===== src/rtl/stream_comp_scheduler.sv =====
// Canonical-scheduler controller for the stream computation actor: checks the
// current mode's enable condition, pulses invoke, waits for FC, tracks the next mode.
module stream_comp_scheduler #(
  parameter int width     = 10,
  parameter int pop_width = 8
) (
  input  logic                 clk,
  input  logic                 rst,
  input  logic                 run,
  input  logic [pop_width-1:0] pop_data,
  input  logic [pop_width-1:0] pop_length,
  input  logic [pop_width-1:0] pop_command,
  input  logic [pop_width-1:0] free_out,
  input  logic [width-1:0]     length_head,
  input  logic                 FC,
  input  logic [1:0]           next_mode_out,
  output logic                 invoke,
  output logic [1:0]           next_mode_in,
  output logic                 stall,
  output logic                 mode_err,
  output logic [15:0]          firing_count
);

  localparam int cmp_width = (width > pop_width) ? width : pop_width;

  localparam logic [1:0] MODE_SETUP  = 2'b00;
  localparam logic [1:0] MODE_COMP   = 2'b01;
  localparam logic [1:0] MODE_OUTPUT = 2'b10;
  localparam logic [1:0] MODE_BAD    = 2'b11;

  typedef enum logic [1:0] {IDLE, ENABLE, INVOKE, WAIT} state_t;

  state_t               state_q, state_d;
  logic [1:0]           cur_mode_q, cur_mode_d;
  logic [width-1:0]     l_reg_q, l_reg_d;
  logic                 mode_err_q, mode_err_d;
  logic [15:0]          firing_count_q, firing_count_d;
  logic                 enabled;
  logic [cmp_width-1:0] pop_data_ext, l_reg_ext;

  assign pop_data_ext = cmp_width'(pop_data);
  assign l_reg_ext    = cmp_width'(l_reg_q);

  // A zero vector length compares as always enabled, so COMP never blocks on it.
  always_comb begin
    enabled = 1'b0;
    case (cur_mode_q)
      MODE_SETUP:  enabled = (pop_length != '0) && (pop_command != '0);
      MODE_COMP:   enabled = (pop_data_ext >= l_reg_ext);
      MODE_OUTPUT: enabled = (free_out != '0);
      default:     enabled = 1'b0;
    endcase
  end

  always_comb begin
    state_d        = state_q;
    cur_mode_d     = cur_mode_q;
    l_reg_d        = l_reg_q;
    mode_err_d     = mode_err_q;
    firing_count_d = firing_count_q;
    case (state_q)
      IDLE: begin
        if (run) state_d = ENABLE;
      end
      ENABLE: begin
        if (!run)        state_d = IDLE;
        else if (enabled) state_d = INVOKE;
      end
      INVOKE: begin
        if (cur_mode_q == MODE_SETUP) l_reg_d = length_head;
        state_d = WAIT;
      end
      WAIT: begin
        // A firing in flight is never abandoned; run only matters once FC arrives.
        if (FC) begin
          firing_count_d = firing_count_q + 16'd1;
          if (next_mode_out == MODE_BAD) begin
            cur_mode_d = MODE_SETUP;
            mode_err_d = 1'b1;
          end else begin
            cur_mode_d = next_mode_out;
          end
          state_d = run ? ENABLE : IDLE;
        end
      end
      default: state_d = IDLE;
    endcase
  end

  always_ff @(posedge clk) begin
    if (!rst) begin
      state_q        <= IDLE;
      cur_mode_q     <= MODE_SETUP;
      l_reg_q        <= '0;
      mode_err_q     <= 1'b0;
      firing_count_q <= '0;
    end else begin
      state_q        <= state_d;
      cur_mode_q     <= cur_mode_d;
      l_reg_q        <= l_reg_d;
      mode_err_q     <= mode_err_d;
      firing_count_q <= firing_count_d;
    end
  end

  assign invoke       = (state_q == INVOKE);
  assign next_mode_in = cur_mode_q;
  assign stall        = (state_q == ENABLE) && run && !enabled;
  assign mode_err     = mode_err_q;
  assign firing_count = firing_count_q;

endmodule


===== config.mk =====
export PLATFORM = sky130hd
export DESIGN_NAME = stream_comp_scheduler
export DESIGN_NICKNAME = d
export VERILOG_FILES = /design/src/rtl/stream_comp_scheduler.sv
export SDC_FILE = /design/constraint.sdc
export NUM_CORES = 1
export LEC_CHECK = 0
export BUFFER_PORTS_ARGS = -buffer_cell sky130_fd_sc_hd__buf_4
export CAP_MARGIN = 25
export CORE_AREA = 4 4 67 69
export DETAILED_ROUTE_END_ITERATION = 12
export DIE_AREA = 0 0 71 73
export GPL_ROUTABILITY_DRIVEN = 0
export HOLD_SLACK_MARGIN = 0.02
export PLACE_DENSITY = 0.74
export SETUP_SLACK_MARGIN = 0.3
export SLEW_MARGIN = 20
export SYNTH_ARGS = -nofsm -noshare
export SYNTH_HDL_FRONTEND = slang
export SYNTH_SLANG_ARGS = --single-unit

===== constraint.sdc =====
create_clock -name clk -period 2.2 [get_ports clk]
set_clock_uncertainty 0.2 [all_clocks]
set_input_delay 0.44 -clock clk [delete_from_list [all_inputs] [get_ports clk]]
set_output_delay 0.44 -clock clk [all_outputs]
set_load 0.01 [all_outputs]

==> out/qor.csv, run 1 <==
stage,metric,value,unit
status,status,"complete, but fails checks",
status,violated checks,negative setup slack,
synthesis,Syn Area/Cell,8.560,um^2
worst_setup_path,worst path cell trace,"inv_2, ha_4, a211o_1, a21oi_1, o21ai_1, o221ai_1, buf_4, and3_1, buf_4",
layout,fraction of layout cells with a size suffix above 1,0.3308,
synthesis,Synth Area in Simple Gates,0.3047,
global_routing,first-pass GRT wire length,6.361,mm
detailed_routing,DRC,0,
synthesis,Synth Area in XOR/XNOR,0.07579,
cts,CTS Buf Count,5,
placement,PortBufs,68,
layout,"Cell Count, Final, Fillers Out",313,
synthesis,register area share after synthesis,0.3836,
floorplanning,Die W,71,um
global_routing,global-route usage over all layers,0.1501,
power_and_ir_drop,Worst VDD drop,0.4788,mV
synthesis,Seq cells post-synth,31,
layout,fillcell total,393,
layout,Area Growth Syn to Fin,42.77,%
timing,setup TNS,-295.6,ps
synthesis,Post-Synth Adder-Cell Area,0.06961,
placement,Inst Count DP,306,
synthesis,Synth top cells by count,"nand2_1, dfxtp_1, a21boi_0",
timing,Final Max Tran Viols,0,
cts,worst skew pair latency,270,ps
power_and_ir_drop,Power Dens Cells,481.2,nW/um^2
detailed_routing,vias per inst,4.863,
detailed_routing,Routed WL,3.923,mm
timing,Fin. Hold Viols,0,
cts,"Clk pin slew, worst setup/hold paths",60,ps
cts,CTS sink count,31,
layout,nets,321,
synthesis,mux cell area share after synthesis,0,
worst_setup_path,CP Capture Type,primary output,
timing,# setup viols final,1,
worst_setup_path,Crit Path Class,flip-flop to primary output,
synthesis,Synth Area in Compound Gates,0.1284,
layout,"Design Area, Final",2310,um^2
placement,Area after DPL,2222,um^2
synthesis,ranking of synthesized cells by area,"dfxtp_1, nand2_1, ha_1",
worst_setup_path,CP arrival,1860,ps
timing,Max-slew headroom,0.7659,
power_and_ir_drop,Leakage,0.9936,nW
cts,Longest Clk Path Bufs,2,
synthesis,top cell type's share of synthesized area,0.3836,
layout,ANT cells,0,
detailed_routing,overall via count from detail_route,1522,
floorplanning,row count,23,
cts,Root Buffer,clkbuf_8,
layout,sequential cell area,621.8,um^2
synthesis,dominant cell type by area after synthesis,dfxtp_1,
layout,area of the multi-input gates,967.2,um^2
synthesis,ys async rst share,0,
synthesis,Unique masters post-synth,37,
worst_setup_path,worst-path fanout max,2,
worst_setup_path,Crit path top cell by count,buf_4,
floorplanning,# IOs,69,
synthesis,most frequent cell after synthesis,nand2_1,
synthesis,Post-Synthesis Cells,189,
synthesis,Post-Synthesis Cell Area,1618,um^2
detailed_routing,Iteration-0 DRC Markers,33,
global_routing,largest net degree at the start of global routing,32,
detailed_routing,drt wl/cell,12.53,um
synthesis,Ys Warns,0,
timing,RSZ-0062 raised after global routing,true,
detailed_routing,First-pass DRT Iterations,4,
global_routing,initial antenna violation count,0,
synthesis,ys flop type,dfxtp_1,
worst_setup_path,slowest library cell on the worst path,dfxtp_2,
synthesis,number of enable flip-flop cells after synthesis,0,
floorplanning,die area,5183,um^2
min_path,worst min path class,input pin to flip-flop,
flow_run,Max-Cap Viols,0,
synthesis,largest family of logic cells by synthesized area,simple AND/OR/NAND/NOR gates,
global_routing,gr ovfl total,0,
worst_setup_path,Worst Path Required,1560,ps
layout,"Core Util, Final",0.5902,
floorplanning,Initial Util,0.4134,
placement,DPL Wire Length,3.106,mm
global_routing,vias in the first global route,1466,
timing,final worst slack,-295.6,ps
timing,fin crit period,2496,ps
detailed_routing,antenna violation net count after detailed routing,0,
worst_setup_path,Critical Path Source Type,flip-flop,
cts,CTS tree,yes,
cts,CTS H-Tree Depth,2,
timing,period utilization,1.134,
worst_setup_path,CP max stage delay,330,ps
floorplanning,Die Ht,73,um
timing,fmax,400.7,MHz
synthesis,"Net Count, Synth",246,
floorplanning,core area,3914,um^2
timing,Slew @ Worst Pin,346.3,ps
report_power, final:
group	leakage (nW)	switching, mW	total [mW]	internal [mW]
combinational	0.706	0.0513	0.137	0.0856
sequential	0.251	0.00657	0.577	0.571
clock	0.0371	0.187	0.397	0.210
total	0.994	0.245	1.11	0.867
per-stage QoR:
step	total power, mW	hold slack, ps	setup slack, ps
after floorplan	0.6420	243.3	86.25
after global placement	0.7227	251.8	-182.3
after detailed placement	0.7267	259.0	-191.0
after CTS	1.120	224.9	-329.6
after global routing	1.161	229.5	-403.0
final	1.112	227.9	-295.6
kinds of logic (layout without fill, tap and decap cells):
group	after synthesis	in the layout
AND/OR/NAND/NOR	90	90
AO/OA/AOI/OAI	31	31
flip-flops	31	31
XOR/XNOR	14	14
buffers and inverters	14	88
adder cells (fa/ha/maj)	9	9
area by class of cell:
class	count	area share
clock buffers	6	0.03142
inverters	8	0.01300
multi-input cells	144	0.4187
flip-flops and latches	31	0.2692
well taps	50	0.02709
repair buffers	74	0.2405
what timing repair did:
action | 4_1_cts | 5_1_grt
buffers inserted | 1 | 0
gates resized for setup | 2 | 2
setup endpoints to repair | 1 | 5
cloned | 0 | 0
hold buffers | 0 | 0
pin swaps | 1 | 2
metal layers:
| metal | GRT usage | wire length [um] | part of all wire | up-vias |
|---|---|---|---|---|
| met2 | 0.2770 | 2018 | 0.51 | 27 |
| met1 | 0.1743 | 1741 | 0.44 | 696 |
| met3 | 0.03168 | 106 | 0.027 | 6 |
| met4 | 0.04384 | 56 | 0.014 | 0 |
| li1 | - | - | - | 793 |
| met5 | 0 | 0 | 0 | - |
worst paths after layout:
check / cells after the start / to / startpoint / slack, ps
max reg2reg: 9 / flip-flop / l_reg_ext[7]$_SDFFE_PN0P_ / 410
min: 3 / l_reg_ext[1]$_SDFFE_PN0P_ / length_head[1] / 230
max: 9 / stall / l_reg_ext[7]$_SDFFE_PN0P_ / -300
min reg2reg: 2 / l_reg_ext[1]$_SDFFE_PN0P_ / l_reg_ext[1]$_SDFFE_PN0P_ / 260
sequential cells by signal, summed over array words and instances, names as in the netlist, named ones only:
name	flops
next_mode_in	2
mode_err	1
state_q	1
firing_count	16
l_reg_ext	10
worst max-delay path: cells and delay by family (launching register included):
kind	cells	cell delay [ps]
AOI/OAI and AO/OA	4	570
adders and majority gates	1	230
buffers and inverters	3	300
DFF	1	330
and+or+nand+nor	1	140
cell usage in the layout, fill, tap and decap left out, types with 2 or more instances in the layout:
master,Yosys,final
a21boi_0,14,14
a21oi_1,6,6
and2_1,13,13
and2b_1,2,2
and3_1,4,3
buf_4,2,74
clkbuf_8,0,5
dfxtp_1,31,30
ha_1,9,7
ha_4,0,2
inv_1,8,7
nand2_1,32,32
nand2b_1,2,2
nand3_1,6,6
nand3b_1,2,2
nand4_1,5,5
nor2_1,5,5
nor2b_1,4,4
nor3_1,3,2
nor4_1,4,4
o21ai_0,4,3
o21ai_1,1,2
or4_1,2,2
xnor2_1,8,8
xor2_1,6,6
Power figures use the tool's default switching activity.
==> run 2, diff against run 1 <==
--- a/config.mk
+++ b/config.mk
@@ -7,12 +7,12 @@
 export LEC_CHECK = 0
 export BUFFER_PORTS_ARGS = -buffer_cell sky130_fd_sc_hd__buf_4
 export CAP_MARGIN = 25
-export CORE_AREA = 4 4 67 69
+export CORE_AREA = 2 2 65 67
 export DETAILED_ROUTE_END_ITERATION = 12
-export DIE_AREA = 0 0 71 73
+export DIE_AREA = 0 0 67 69
 export GPL_ROUTABILITY_DRIVEN = 0
 export HOLD_SLACK_MARGIN = 0.02
-export PLACE_DENSITY = 0.74
+export PLACE_DENSITY = 0.8
 export SETUP_SLACK_MARGIN = 0.3
 export SLEW_MARGIN = 20
 export SYNTH_ARGS = -nofsm -noshare
==> run 2 against run 1 <==
The flow still finishes with violations (negative setup slack); first-iteration DRC count unchanged; register-to-register slack got worse by 110 ps; clock power rose by 24%; flip-flop and latch count is the same.
==> out/qor.csv, run 2 (synthesized netlist as in run 1, its figures left out) <==
stage,metric,value,unit
layout,"Cell Count, Final, Fillers Out",314,
detailed_routing,Iteration-0 DRC Markers,33,
worst_setup_path,reg2reg setup slack,300,ps
floorplanning,# IOs,69,
detailed_routing,vias per inst,4.936,
floorplanning,Die W,67,um
worst_setup_path,Crit Path Class,flip-flop to primary output,
worst_setup_path,CP arrival,1870,ps
timing,fmax,398.6,MHz
timing,final hold slack,208.4,ps
floorplanning,Initial Util,0.4134,
timing,setup TNS,-309.0,ps
detailed_routing,antenna violation net count after detailed routing,0,
timing,fin crit period,2509,ps
placement,Area after DPL,2207,um^2
power_and_ir_drop,Power Dens Cells,514.1,nW/um^2
detailed_routing,overall via count from detail_route,1550,
cts,CTS tree,yes,
placement,PortBufs,68,
power_and_ir_drop,Power Total,1.216,mW
timing,Slew @ Worst Pin,451.6,ps
status,status,"complete, but fails checks",
power_and_ir_drop,Leakage,1.010,nW
floorplanning,die area,4623,um^2
layout,most frequent cells in the layout,"buf_4, nand2_1, dfxtp_1",
cts,CTS H-Tree Depth,2,
worst_setup_path,Critical Path Source Type,flip-flop,
worst_setup_path,worst-path fanout max,2,
detailed_routing,First-pass DRT Iterations,4,
floorplanning,Die Ht,69,um
layout,sequential cell area,621.8,um^2
global_routing,vias in the first global route,1444,
worst_setup_path,Worst Path Required,1560,ps
timing,period utilization,1.140,
layout,max reg flops,16,
cts,Root Buffer,clkbuf_8,
detailed_routing,DRC,0,
flow_run,Max-Cap Viols,0,
cts,Longest Clk Path Bufs,2,
worst_setup_path,CP Capture Type,primary output,
cts,worst skew pair latency,290,ps
layout,fraction of layout cells with a size suffix above 1,0.3485,
timing,Fin. Hold Viols,0,
detailed_routing,Routed WL,3.853,mm
power_and_ir_drop,Worst VDD drop,0.2966,mV
cts,CTS sink count,31,
global_routing,largest net degree at the start of global routing,32,
placement,Inst Count DP,304,
timing,RSZ-0062 raised after global routing,true,
layout,"most common cell after layout, fill and taps aside",buf_4,
layout,ANT cells,0,
placement,DPL Wire Length,2.935,mm
cts,"Hold-fix buffers, CTS",0,
timing,# setup viols final,1,
detailed_routing,drt wl/cell,12.27,um
layout,"Design Area, Final",2366,um^2
cts,CTS Buf Count,5,
timing,Final Max Tran Viols,0,
floorplanning,row count,23,
placement,pre-CTS WS,-256.0,ps
cts,"Clk pin slew, worst setup/hold paths",60,ps
layout,nets,320,
layout,area of the multi-input gates,999.7,um^2
global_routing,first-pass GRT wire length,6.223,mm
status,violated checks,negative setup slack,
floorplanning,core area,3914,um^2
timing,final worst slack,-309.0,ps
layout,fillcell total,366,
min_path,worst min path class,input pin to flip-flop,
layout,Area Growth Syn to Fin,46.25,%
global_routing,global-route usage over all layers,0.1757,
global_routing,gr ovfl total,0,
layout,"Core Util, Final",0.6045,
global_routing,initial antenna violation count,0,
timing,Max-slew headroom,0.6957,
==> run 2: layer usage <==
metal  share of wire  up-vias  global-route usage  routed length, um
met4           0.017        0             0.07483                 65
met2            0.49       40              0.2805               1875
met1            0.44      705              0.2196               1712
met5               0        -                   0                  0
met3           0.052        7             0.04568                199
li1                -      798                   -                  -
==> run 2: worst paths after layout <==
| path | startpoint | to | depth (start not counted) |
|---|---|---|---|
| setup reg to reg | l_reg_ext[7]$_SDFFE_PN0P_ | state_q[0]$_SDFFE_PN0P_ | 9 |
| setup / recovery | l_reg_ext[7]$_SDFFE_PN0P_ | stall | 8 |
| hold reg to reg | l_reg_ext[3]$_SDFFE_PN0P_ | l_reg_ext[3]$_SDFFE_PN0P_ | 2 |
| hold / removal | length_head[6] | l_reg_ext[6]$_SDFFE_PN0P_ | 3 |
==> run 2: report_power, final <==
part	switching (mW)	internal [mW]	leakage, nW
registers	0.00665	0.571	0.251
logic	0.0561	0.0892	0.707
clock network	0.209	0.285	0.0515
total	0.272	0.945	1.01
==> run 2: area by class of cell <==
class                           instances  share of cell area
Clock buffer                            8             0.04231
Inverter                                8             0.01269
Multi-Input combinational cell        144              0.4225
Sequential cell                        31              0.2628
Tap cell                               50             0.02644
Timing Repair Buffer                   73              0.2332
==> run 2: repair_timing <==
action / in CTS / in global routing
pin swaps: 2 / 3
setup buffers: 0 / 2
endpoints found under the setup margin: 3 / 6
endpoints found under the hold margin: 0 / 0
gates resized for setup: 4 / 6
gates cloned: 0 / 0
==> run 2: worst max-delay path, cell delays in order (launching register included) <==
cell,delay (ps)
dfxtp_2,340
inv_2,50
ha_4,230
a211o_1,260
a21oi_2,110
o21ai_1,90
o221ai_2,210
and3_1,200
buf_4,110
